**src/rtl/flp_pkg.sv**
```systemverilog
// Shared types and helpers for the floating-point max-reduction engine.
// The controller and the comparator both call flp_max_sel so that the index
// update and the selected value always agree bit for bit.
package flp_pkg;

    localparam int FLP_COUNTW_DEF = 8;
    localparam int FLP_MAXW       = 64;

    localparam logic [1:0] ST_IDLE = 2'd0;
    localparam logic [1:0] ST_ACC  = 2'd1;
    localparam logic [1:0] ST_DONE = 2'd2;

    typedef enum logic [1:0] {
        IDLE = ST_IDLE,
        ACC  = ST_ACC,
        DONE = ST_DONE
    } state_t;

    // Returns 1 when b is the maximum. Operands are zero-extended to FLP_MAXW;
    // 'bits' is the real operand width with the sign at bits-1.
    // Ties keep a when positive and take b when negative; +0 beats -0 because
    // a sign difference is decided before magnitudes are looked at.
    function automatic logic flp_max_sel(input logic [FLP_MAXW-1:0] a,
                                         input logic [FLP_MAXW-1:0] b,
                                         input int unsigned          bits);
        logic [FLP_MAXW-1:0] one;
        logic [FLP_MAXW-1:0] sign_m;
        logic [FLP_MAXW-1:0] mag_m;
        logic                sa;
        logic                sb;
        logic [FLP_MAXW-1:0] ma;
        logic [FLP_MAXW-1:0] mb;
        logic                sel;
        one    = {{(FLP_MAXW-1){1'b0}}, 1'b1};
        sign_m = one << (bits - 1);
        mag_m  = sign_m - one;
        sa     = |(a & sign_m);
        sb     = |(b & sign_m);
        ma     = a & mag_m;
        mb     = b & mag_m;
        if (sa != sb) begin
            sel = ~sb;
        end else if (!sa) begin
            sel = (mb > ma);
        end else begin
            sel = (mb <= ma);
        end
        return sel;
    endfunction

endpackage

```
**src/rtl/flpcomp.sv**
```systemverilog
// Combinational max comparator: z is whichever of a/b flp_max_sel picks.
module flpcomp
    import flp_pkg::*;
#(
    parameter int Bits = 32
) (
    input  logic [Bits-1:0] a_i,
    input  logic [Bits-1:0] b_i,
    output logic [Bits-1:0] z_o
);

    logic sel_b;

    // Select the larger operand under the sign/magnitude ordering.
    always_comb begin
        sel_b = flp_max_sel(FLP_MAXW'(a_i), FLP_MAXW'(b_i), Bits);
        z_o   = sel_b ? b_i : a_i;
    end

endmodule

```
**src/rtl/flp_max_reduce.sv**
```systemverilog
// Streaming max-reduction: folds one operand per cycle into a running maximum
// and returns value, index of the winning element and element count.
//
// state | meaning
// IDLE  | no element held, ready for the first element of a vector
// ACC   | accumulating, running max held in acc_q
// DONE  | result held on m_*, waiting for m_ready
module flp_max_reduce
    import flp_pkg::*;
#(
    parameter int Bits   = 32,
    parameter int CountW = FLP_COUNTW_DEF
) (
    input  logic              clk,
    input  logic              rst_n,
    input  logic              clr,
    input  logic              s_valid,
    output logic              s_ready,
    input  logic [Bits-1:0]   s_data,
    input  logic              s_last,
    output logic              m_valid,
    input  logic              m_ready,
    output logic [Bits-1:0]   m_data,
    output logic [CountW-1:0] m_index,
    output logic [CountW-1:0] m_count,
    output logic              m_ovf
);

    localparam logic [CountW-1:0] CNT_MAX = {CountW{1'b1}};
    localparam logic [CountW-1:0] CNT_ONE = {{(CountW-1){1'b0}}, 1'b1};

    state_t            state_q, state_d;
    logic [Bits-1:0]   acc_q, acc_d;
    logic [CountW-1:0] idx_q, idx_d;
    logic [CountW-1:0] cnt_q, cnt_d;
    logic              ovf_q, ovf_d;
    logic [Bits-1:0]   cmp_z;
    logic              sel_b;

    flpcomp #(.Bits(Bits)) u_flpcomp (
        .a_i (acc_q),
        .b_i (s_data),
        .z_o (cmp_z)
    );

    // Handshake flags depend on state only, so m_ready never reaches s_ready.
    always_comb begin
        s_ready = (state_q != DONE);
        m_valid = (state_q == DONE);
        sel_b   = flp_max_sel(FLP_MAXW'(acc_q), FLP_MAXW'(s_data), Bits);
    end

    // Next-state and datapath update; clr overrides every other condition.
    always_comb begin
        state_d = state_q;
        acc_d   = acc_q;
        idx_d   = idx_q;
        cnt_d   = cnt_q;
        ovf_d   = ovf_q;
        if (clr) begin
            state_d = IDLE;
            acc_d   = '0;
            idx_d   = '0;
            cnt_d   = '0;
            ovf_d   = 1'b0;
        end else begin
            case (state_q)
                IDLE: begin
                    if (s_valid) begin
                        acc_d   = s_data;
                        idx_d   = '0;
                        cnt_d   = CNT_ONE;
                        ovf_d   = 1'b0;
                        state_d = s_last ? DONE : ACC;
                    end
                end
                ACC: begin
                    if (s_valid) begin
                        acc_d = cmp_z;
                        if (sel_b) begin
                            idx_d = cnt_q;
                        end
                        // Once saturated the count stays pinned and the vector
                        // is flagged; comparisons still run.
                        if (cnt_q == CNT_MAX) begin
                            ovf_d = 1'b1;
                        end else begin
                            cnt_d = cnt_q + CNT_ONE;
                        end
                        if (s_last) begin
                            state_d = DONE;
                        end
                    end
                end
                DONE: begin
                    if (m_ready) begin
                        state_d = IDLE;
                    end
                end
                default: begin
                    state_d = IDLE;
                end
            endcase
        end
    end

    // State and result registers; reset aborts any vector in flight.
    always_ff @(posedge clk or negedge rst_n) begin
        if (!rst_n) begin
            state_q <= IDLE;
            acc_q   <= '0;
            idx_q   <= '0;
            cnt_q   <= '0;
            ovf_q   <= 1'b0;
        end else begin
            state_q <= state_d;
            acc_q   <= acc_d;
            idx_q   <= idx_d;
            cnt_q   <= cnt_d;
            ovf_q   <= ovf_d;
        end
    end

    assign m_data  = acc_q;
    assign m_index = idx_q;
    assign m_count = cnt_q;
    assign m_ovf   = ovf_q;

endmodule

```
**config.mk**
```make
export PLATFORM = sky130hd
export DESIGN_NAME = flp_max_reduce
export DESIGN_NICKNAME = d
export VERILOG_FILES = /design/src/rtl/flp_pkg.sv /design/src/rtl/flpcomp.sv /design/src/rtl/flp_max_reduce.sv
export SDC_FILE = /design/constraint.sdc
export NUM_CORES = 1
export LEC_CHECK = 0
export CORE_MARGIN = 5
export CORE_UTILIZATION = 40
export CTS_CLUSTER_DIAMETER = 30
export DETAILED_ROUTE_END_ITERATION = 10
export PLACE_DENSITY = 0.8
export SKIP_LAST_GASP = 1
export SLEW_MARGIN = 30
export SYNTH_ARGS = -nofsm -noshare
export SYNTH_HDL_FRONTEND = slang
export SYNTH_SLANG_ARGS = --single-unit
```
**constraint.sdc**
```tcl
create_clock -name clk -period 4.75 [get_ports clk]
set_clock_uncertainty 0.2 [all_clocks]
set_input_delay 1.1875 -clock clk [delete_from_list [all_inputs] [get_ports clk]]
set_output_delay 1.1875 -clock clk [all_outputs]
set_load 0.01 [all_outputs]
```
[Word-level counts from Yosys, hierarchy flattened]
Cells that the tools add are included.
Storage, ports and cells
  logic and storage cells: 56
  register bits: 51
Cells by class
  bitwise operators: 1
  add/sub/neg operators: 1
  order comparisons: 2
  reductions and logical operators: 6
  equal/unequal tests: 12
  muxes and demuxes: 29
Operator list (count)
  $mux 32: 4
  $mux 8: 8
  $pmux 32 s2: 1
  $pmux 8 s2: 2
  $gt 31x31->1: 1
  $le 31x31->1: 1
  $ne 3x3->1 const B: 6
  $reduce_and 4->1: 4
  $mux 2: 6
  $add 8x1->8 const B: 1
  $eq 8x8->1 const B: 1
  $mux 1: 6
  $pmux 2 s3: 1
  $ne 3x2->1 const B: 1
  $reduce_bool 3->1: 1
  $eq 2x1->1 const B: 1
  $eq 2x2->1 const B: 1
  $logic_not 2->1: 1
  $ne 2x2->1 const B: 1
  $pmux 1 s2: 1
  $ne 1x1->1: 1
  $not 1->1: 1

[Depth between registers and ports, before layout]
Gate-level depths: netlist of the first run.
  word-level depth: 7
  mapped depth: 11

[Hierarchy]
Synthesis of the first run repeated with hierarchy kept, for this count alone.
Second synthesis, totals
  cells, all modules: 469
  area, all modules: 4491.8 um^2
By module, submodules not included
  flp_max_reduce: area an instance 3103.0 um^2, cells an instance 315, instances 1
  flpcomp: area an instance 1388.8 um^2, cells an instance 154, instances 1

[Least setup slack after synthesis of the first run]
Ideal clock, no wire load.
  kind: in2reg
  start point: in s_data[18]
  end point: reg acc_q[0] (netlist: m_data[0])
  buffers on the path: 1
  required time: 4422 ps
  stages on the path: 9
  data arrival time: 3108 ps
  path slack: 1314 ps
  cells stage by stage: ha_1 -> a21oi_1 -> o21ai_1 -> a221oi_2 -> o21ai_1 -> or4_1 -> nand4_2 -> buf_6 -> mux2_1
On the way
  longest elaborated chain between the ends: 5
  elaborated cells between the ends (all ways): 6
Ends and longest elaborated chain
  from (decl): RTL line flp_max_reduce.sv:19  | input logic [Bits-1:0] s_data,
  $gt 31x31->1 or $le 31x31->1 (tied branches): RTL line flp_pkg.sv:44, flp_pkg.sv:46
  $mux 1 *: RTL line flp_pkg.sv:43  | end else if (!sa) begin
  $mux 1 *: RTL line flp_pkg.sv:41  | if (sa != sb) begin
  $ne 3x3->1 (no line) *
  $reduce_and 4->1 (no line) *
  to (signal assigned): RTL line flp_max_reduce.sv:111  | acc_q <= '0;
  to (signal assigned): RTL line flp_max_reduce.sv:117  | acc_q <= acc_d;
  to (decl): RTL line flp_max_reduce.sv:33  | logic [Bits-1:0] acc_q, acc_d;
Every way passes the cells marked *; elsewhere a longest branch is shown, timed or not.
A chain may end at the register's enable or synchronous reset.

[Worst setup path in the final report of the first run]
  start point: in s_data[10]
  end point: reg acc_q[7] (netlist: m_data[7])
The elaborated chain is that of the path after synthesis.

==> impl_metrics.tcl, run 1 <==
set metrics [dict create \
    tritoncts "done" \
    post-dp-hpwl_mm 5.68 \
    drive_above_1_share 0.0404 \
    drc 0 \
    first_pass_iters 4 \
    clock_latency_ps 310 \
    overflow 0 \
    end_kind "register" \
    synth_seq_cells 51 \
    hold_viol_final 0 \
    wl_per_cell_um 14.8 \
    fin_tns_setup_ps 0 \
    grt_use_total 0.162 \
    synthToLayoutAreaGrowth_pct 35.4 \
    cts_sinks 51 \
    required_ps 4780 \
    dpl_cell_area_sq_mm 0.00404 \
    ys_seq_area_frac 0.418 \
    syn_avg_cell_area_sq_um 10.0 \
    setup_violations 0 \
    drt-initial-drc-count 84 \
    io_buffers 88 \
    synth_edf_count 0 \
    setup_ws_ps 797 \
    hold_buffers 0 \
    status "completed" \
    yosysWarnings 0 \
    clock.fmax_mhz 253 \
    final_util 0.564 \
    num_vias 2547 \
    synth_nets 375 \
    final_nets 465 \
    slew_viol_final 0 \
    startpoint_type "input port" \
    cts_buffer_depth 2 \
    place_congestion 0.851 \
    crit_type "input port to register" \
    powerDensity_mw_per_mm2 258 \
    arrival_ps 3980 \
    cap_violations 0 \
    routed_via_density 5.15 \
    worst_pin_slew_ps 570 \
    cts_setup_buffers 0 \
    synth_cell_type_count 41 \
    timing.final.crit_share 0.832 \
    top_level_ports 89 \
    synth-main-ff-cell "dfrtp_1" \
    grt_first_pass_wirelength_mm 12.8 \
    layout_commonest_cell "clkdlybuf4s50_1" \
    cts-root-buf "clkbuf_8" \
    stdcell_area_sq_mm 0.00414 \
    hp-class "register to register" \
    drt_wl_total_mm 7.32 \
    diodes 0 \
    netlist_instances 305 \
    antenna_found_initial 0 \
    p_leak_uw 0.00184 \
    numCtsBuffers 5 \
    pre_cts_slack_ps 469 \
    initial_utilization 0.417 \
    cts_resized 0 \
    grt_max_degree 38 \
    die_width_um 97.4 \
    cts.clk_slew.worst_paths_ps 90 \
    slew_headroom 0.609 \
    die_area_sq_mm 0.00949 \
    synth_area_sq_mm 0.00306 \
    ant_nets 0 \
    first_global_vias 2608 \
    rrSetupSlack_ps 1730 \
    ir_worst_vdd_mv 0.119 \
    row_count 31 \
    path_max_fanout 12 \
    cts_htree_levels 2 \
    final_cell_mix "clkdlybuf4s50_1 (87), dfrtp_1 (51), inv_1 (38)" \
    async_flop_share 1.00 \
    period_minus_slack_ps 3950 \
    rsz0062_at_grt "no" \
    core_sq_mm 0.00733 \
    dieHeight_um 97.4 \
]
metal layers:
layer  vias to the layer above  share of wire  global-route usage
met5                         -              0                   0
met3                         6          0.060              0.0445
met1                      1230           0.45               0.211
met2                        75           0.48               0.265
li1                       1236              -                   -
met4                         0         0.0096              0.0394
through the flow:
| step | hold WS (ps) | total power (uW) | instances |
|---|---|---|---|
| 2_1_floorplan | 329 | 658 | 305 |
| 3_3_place_gp | 295 | 796 | 487 |
| 3_5_place_dp | 287 | 803 | 487 |
| 4_1_cts | 321 | 1080 | 495 |
| 5_1_grt | 333 | 1140 | 495 |
| 6_report | 315 | 1070 | 495 |
sequential cells by signal (all words and copies together) (netlist names):
name	flops
m_data	32
state_q	2
m_ovf	1
m_count	8
m_index	8
kinds of logic (layout without fill, tap and decap cells):
| family | Yosys count | count (layout) | synth area share |
|---|---|---|---|
| AND/OR/NAND/NOR | 90 | 90 | 0.160 |
| buffers and inverters | 48 | 139 | 0.0692 |
| XOR/XNOR | 3 | 3 | 0.00860 |
| adder cells (fa/ha/maj) | 32 | 32 | 0.131 |
| flip-flops | 51 | 51 | 0.418 |
| multiplexers | 33 | 33 | 0.109 |
| AO/OA/AOI/OAI | 48 | 48 | 0.105 |
critical path, cell delays in order:
cell,delay [ps]
clkdlybuf4s50_1,430
ha_1,340
a21oi_1,160
o21ai_1,80
a221oi_1,350
a21boi_1,170
or4_1,510
nand4_2,260
buf_4,270
mux2i_1,220
cells in the mapped netlist, types with 3 or more instances:
cell type,instances,area [sq um]
a21oi_1,17,85.1
a32o_1,7,70.1
clkbuf_1,6,22.5
dfrtp_1,51,1280
ha_1,32,400
inv_1,38,143
mux2i_1,31,310
nand2_1,15,56.3
nand2b_1,32,200
nand3_1,5,25.0
nand4_1,8,50.1
nor2_1,16,60.1
nor3_1,4,20.0
o21ai_0,8,40.0
o21ai_1,3,15.0
o31ai_1,3,22.5
layout make-up:
| cell class | count | area, sq um |
|---|---|---|
| flip-flops and latches | 51 | 1280 |
| repair buffers | 93 | 926 |
| clock buffers | 8 | 100 |
| multi-input cells | 206 | 1570 |
| well taps | 99 | 124 |
| inverters | 38 | 143 |
| fillers | 648 | 3190 |
power by group:
part | internal, uW | switching [uW] | leakage, uW
registers | 465 | 21.0 | 0.000674
logic | 158 | 147 | 0.00112
clock network | 133 | 145 | 0.0000515
total | 756 | 313 | 0.00184
final timing paths:
path | start | end | cells after the start
min in group asynchronous | rst_n | m_count[7] | 1
max in group asynchronous | rst_n | m_data[18] | 2
setup reg to reg | m_data[10] | m_data[7] | 10
hold reg to reg | m_ovf | m_ovf | 2
hold / removal | m_ovf | m_ovf | 2
setup / recovery | s_data[10] | m_data[7] | 10
Power figures use the tool's default switching activity.
==> inputs of run 2 (changes only) <==
- PLACE_DENSITY: 0.8 -> 0.83
- clock period: 4.75 -> 3.5 ns (I/O delays scaled with it)
==> impl_metrics.tcl, run 2 (synthesis results as in run 1) <==
set metrics [dict create \
    path_max_fanout 7 \
    dpl_cell_area_sq_mm 0.00411 \
    cts-root-buf "clkbuf_8" \
    initial_utilization 0.417 \
    numCtsBuffers 5 \
    path_cells "clkdlybuf4s50_1, ha_1, a21oi_1, o21ai_1, a221oi_2, o21ai_2, buf_4, o21ai_0, mux2i_2, a32o_1" \
    final_cell_mix "clkdlybuf4s50_1 (86), dfrtp_1 (51), inv_1 (38)" \
    clock.fmax_mhz 288 \
    required_ps 3540 \
    p_comb_frac 0.307 \
    seqCellArea_sq_mm 0.00128 \
    intPower_uw 1050 \
    cap_violations 0 \
    clock_latency_ps 300 \
    critPathSlowestCell "mux2i_2" \
    cts_sinks 51 \
    drc 0 \
    p_sw_uw 439 \
    clock_power_share 0.250 \
    pre_cts_slack_ps -283 \
    cp_num_buf_inv 2 \
    rrSetupSlack_ps 620 \
    dp_cells 498 \
    stdcell_area_sq_mm 0.00429 \
    tritoncts "done" \
    p_leak_uw 0.00191 \
    netSwitchingFraction 0.295 \
    arrival_ps 3510 \
    first_pass_iters 4 \
    cts_buffer_depth 2 \
    dieHeight_um 97.4 \
    ir_worst_vdd_mv 0.191 \
    final_nets 478 \
    hold_viol_final 0 \
    hp-class "register to register" \
    die_width_um 97.4 \
    io_buffers 88 \
    ant_nets 0 \
    place_congestion 0.876 \
    die_area_sq_mm 0.00949 \
    cts.clk_slew.worst_paths_ps 90 \
    first_global_vias 2715 \
    cp_slowest_stage_delay_ps 460 \
    drive_above_1_share 0.0929 \
    grt_max_degree 40 \
    top_level_ports 89 \
    grt_first_pass_wirelength_mm 13.1 \
    cts_htree_levels 2 \
    post-dp-hpwl_mm 5.83 \
    worst_pin_slew_ps 501 \
    grt_use_total 0.164 \
    r2r_end "m_index[4]" \
    timing.final.crit_share 0.992 \
    row_count 31 \
    diodes 0 \
    hold_buffers 0 \
    crit_type "input port to register" \
    largest_reg_flops 32 \
    num_vias 2588 \
    drt_wl_total_mm 7.77 \
    drt-initial-drc-count 51 \
    setup_ws_ps 28.3 \
    slew_viol_final 0 \
    slew_headroom 0.666 \
    end_kind "register" \
    critical_path.startpoint "s_data[16]" \
    antenna_found_initial 0 \
    rsz0062_at_grt "yes" \
    crit_path_end "m_index[4]" \
    synthToLayoutAreaGrowth_pct 40.3 \
    wl_per_cell_um 15.3 \
    powerDensity_mw_per_mm2 347 \
    multiInputGateArea_sq_mm 0.00162 \
    fillers 629 \
    layout_commonest_cell "clkdlybuf4s50_1" \
    status "completed" \
    period_minus_slack_ps 3470 \
    routed_via_density 5.09 \
    fin_cells 508 \
    setup_violations 0 \
    r2r_cells 10 \
    timing.rr.start "m_data[30]" \
    startpoint_type "input port" \
    cp_top_family "compound AO/OA/AOI/OAI gates" \
    seq_power_share 0.443 \
    worstSetupPathDepth 10 \
    core_sq_mm 0.00733 \
    overflow 0 \
]
-- run 2: cell types whose count changed in the layout (fill, tap and decap cells not counted), sizes merged --
| cell | change |
|---|---|
| clkdlybuf4s50 | -1 |
| dlymetal6s2s | +1 |
| buf | +13 |
-- run 2: repair_timing --
| action | in CTS | in global routing |
|---|---|---|
| resized for setup | 0 | 13 |
| endpoints found under the hold margin | 0 | 0 |
| setup buffers | 0 | 2 |
| setup endpoints to repair | 0 | 39 |
-- run 2: final cells by class --
| cell class | instances | area share |
|---|---|---|
| clock buffers | 8 | 0.0233 |
| inverters | 38 | 0.0333 |
| multi-input cells | 206 | 0.377 |
| flip-flops and latches | 51 | 0.298 |
| well taps | 99 | 0.0289 |
| repair buffers | 106 | 0.239 |
-- run 2: worst register-to-register path: cells and delay by family, from the launching register on --
kind / cells / cell delay [ps]
AOI/OAI and AO/OA: 4 / 990
muxes: 1 / 460
DFF: 1 / 390
adders and majority gates: 1 / 310
and+or+nand+nor: 2 / 250
buffers and inverters: 2 / 220
-- run 2: how the worst min path moves through the flow --
stage / from / to / depth (start not counted)
3_3_place_gp: m_index[0] / m_index[0] / 1
2_1_floorplan: m_ovf / m_ovf / 2
3_5_place_dp: m_index[0] / m_index[0] / 1
6_report: m_index[0] / m_index[0] / 1
4_1_cts: m_index[0] / m_index[0] / 1
5_1_grt: m_index[0] / m_index[0] / 1
-- run 2: metrics by stage --
stage | power (uW) | hold slack [ps] | TNS (ps) | util
after floorplan | 892 | 329 | 0 | -
after CTS | 1480 | 307 | 0 | 0.574
after global routing | 1590 | 331 | -790 | 0.585
after global placement | 1100 | 281 | -6100 | 0.560
final | 1490 | 303 | 0 | 0.585
after detailed placement | 1110 | 286 | -8740 | 0.560
-- run 2: routing by layer --
metal	wire length, um	share of wire	GRT usage	vias up
met5	0	0	0	-
met2	3860	0.50	0.274	66
met4	82	0.011	0.0341	0
met3	373	0.048	0.0395	10
li1	-	-	-	1267
met1	3460	0.44	0.217	1245
-- run 2: power by group through the flow --
stage	Sequential (uW)	Combinational, uW	Clock [uW]
finish	660	457	372
detailed placement	672	438	0
floorplan	686	206	0
global route	666	509	412
global placement	670	427	0
CTS	660	441	381
==> inputs of run 3 (changes only) <==
- SETUP_SLACK_MARGIN: unset -> 0.5
==> impl_metrics.tcl, run 3 (synthesis results as in run 1) <==
set metrics [dict create \
    num_vias 2730 \
    p_leak_uw 0.00204 \
    hp-class "register to register" \
    hold_ws_ps 301 \
    final_nets 491 \
    timing.final.crit_share 0.845 \
    seq_power_share 0.408 \
    dieHeight_um 97.4 \
    intPower_uw 1110 \
    cts_sinks 51 \
    cts.clk_slew.worst_paths_ps 100 \
    grt_max_degree 38 \
    slew_viol_final 0 \
    cts-root-buf "clkbuf_8" \
    period_minus_slack_ps 2960 \
    wl_per_cell_um 16.4 \
    top_level_ports 89 \
    hold_buffers 0 \
    fin_tns_setup_ps 0 \
    io_buffers 88 \
    drc 0 \
    powerDensity_mw_per_mm2 336 \
    hold_viol_final 0 \
    dp_cells 497 \
    layout_commonest_cell "clkdlybuf4s50_1" \
    diodes 0 \
    fin_cells 521 \
    clock.fmax_mhz 338 \
    first_global_vias 2916 \
    p_comb_frac 0.367 \
    drive_above_1_share 0.313 \
    core_sq_mm 0.00733 \
    clock_power_share 0.225 \
    clock_latency_ps 300 \
    synthToLayoutAreaGrowth_pct 57.8 \
    worst_pin_slew_ps 640 \
    initial_utilization 0.417 \
    die_area_sq_mm 0.00949 \
    overflow 0 \
    routed_via_density 5.24 \
    cts_buffer_depth 2 \
    setup_violations 0 \
    status "completed" \
    drt_wl_total_mm 8.56 \
    die_width_um 97.4 \
    p_sw_uw 510 \
    cap_violations 0 \
    arrival_ps 2970 \
    final_cell_mix "clkdlybuf4s50_1 (56), dfrtp_1 (51), inv_1 (36)" \
    post-dp-hpwl_mm 6.02 \
    end_kind "register" \
    tritoncts "done" \
    slew_headroom 0.573 \
    path_max_fanout 5 \
    grt_use_total 0.178 \
    grt_first_pass_wirelength_mm 14.0 \
    netSwitchingFraction 0.315 \
    ant_nets 0 \
    drt-initial-drc-count 70 \
    startpoint_type "input port" \
    numCtsBuffers 5 \
    rsz0062_at_grt "yes" \
    cts_htree_levels 2 \
    crit_type "input port to register" \
    place_congestion 0.811 \
    required_ps 3520 \
    antenna_found_initial 0 \
    ir_worst_vdd_mv 0.187 \
    first_pass_iters 4 \
    row_count 31 \
    largest_reg_flops 32 \
    p_total_uw 1620 \
]
[run 3: cell count changes in the layout (fill, tap and decap cells not counted), sizes merged]
cell	change
clkdlybuf4s50	-30
buf	+31
clkbuf	+9
clkdlybuf4s15	+2
dlymetal6s2s	-1
clkinvlp	+1
clkinv	+1
[run 3: power groups by stage]
| stage | clock [uW] | combinational (uW) | sequential (uW) |
|---|---|---|---|
| floorplan | 0 | 227 | 686 |
| global placement | 0 | 459 | 670 |
| detailed placement | 0 | 474 | 672 |
| CTS | 381 | 555 | 661 |
| global route | 402 | 650 | 667 |
| finish | 365 | 593 | 661 |
[run 3: final timing paths]
check                           startpoint         end  slack (ps)  cells past startpoint
worst min register to register  m_index[4]  m_index[4]         300                      1
worst max-delay path            s_data[24]   m_data[5]         540                     11
max in group asynchronous            rst_n  m_data[31]        1940                      2
min in group asynchronous            rst_n  m_data[22]         390                      1
worst min-delay path            m_index[4]  m_index[4]         300                      1
worst max register to register  m_data[24]   m_data[5]         740                     11
[run 3: final cells by class]
| cell class | instances | area [sq um] |
|---|---|---|
| fill | 555 | 2510 |
| multi-input combinational | 206 | 2100 |
| inverter | 38 | 143 |
| clock buffer | 6 | 82.6 |
| clock inverter | 2 | 16.3 |
| timing repair buffer | 119 | 1080 |
| tap | 99 | 124 |
| sequential | 51 | 1280 |
[run 3: worst max-delay path, cell delays in order]
cell,delay [ps]
buf_6,100
ha_4,240
nand4_1,190
nor3_2,80
a221oi_2,260
o21ai_2,110
or4_4,540
nand4_4,110
buf_8,150
buf_12,120
mux2i_2,200
[run 3: routing by layer]
layer / track usage / wire length [um] / vias up
li1: - / - / 1294
met1: 0.217 / 3560 / 1338
met2: 0.315 / 4370 / 90
met3: 0.0474 / 529 / 8
met4: 0.0415 / 102 / 0
met5: 0 / 0 / -
[run 3: metrics by stage]
stage / cell area [sq um] / utilization / worst slack [ps]
6_report: 4820 / 0.658 / 542
5_1_grt: 4820 / 0.658 / 442
4_1_cts: 4690 / 0.640 / 501
3_5_place_dp: 4270 / 0.582 / -277
3_3_place_gp: 4270 / 0.582 / -143
2_1_floorplan: 3190 / - / 501
[run 3: what timing repair did]
item | in CTS | in global routing
gates cloned | 1 | 0
resized for setup | 126 | 59
endpoints found under the setup margin | 39 | 39
hold endpoints to repair | 0 | 0
buffers inserted | 11 | 4
pin swaps | 50 | 30
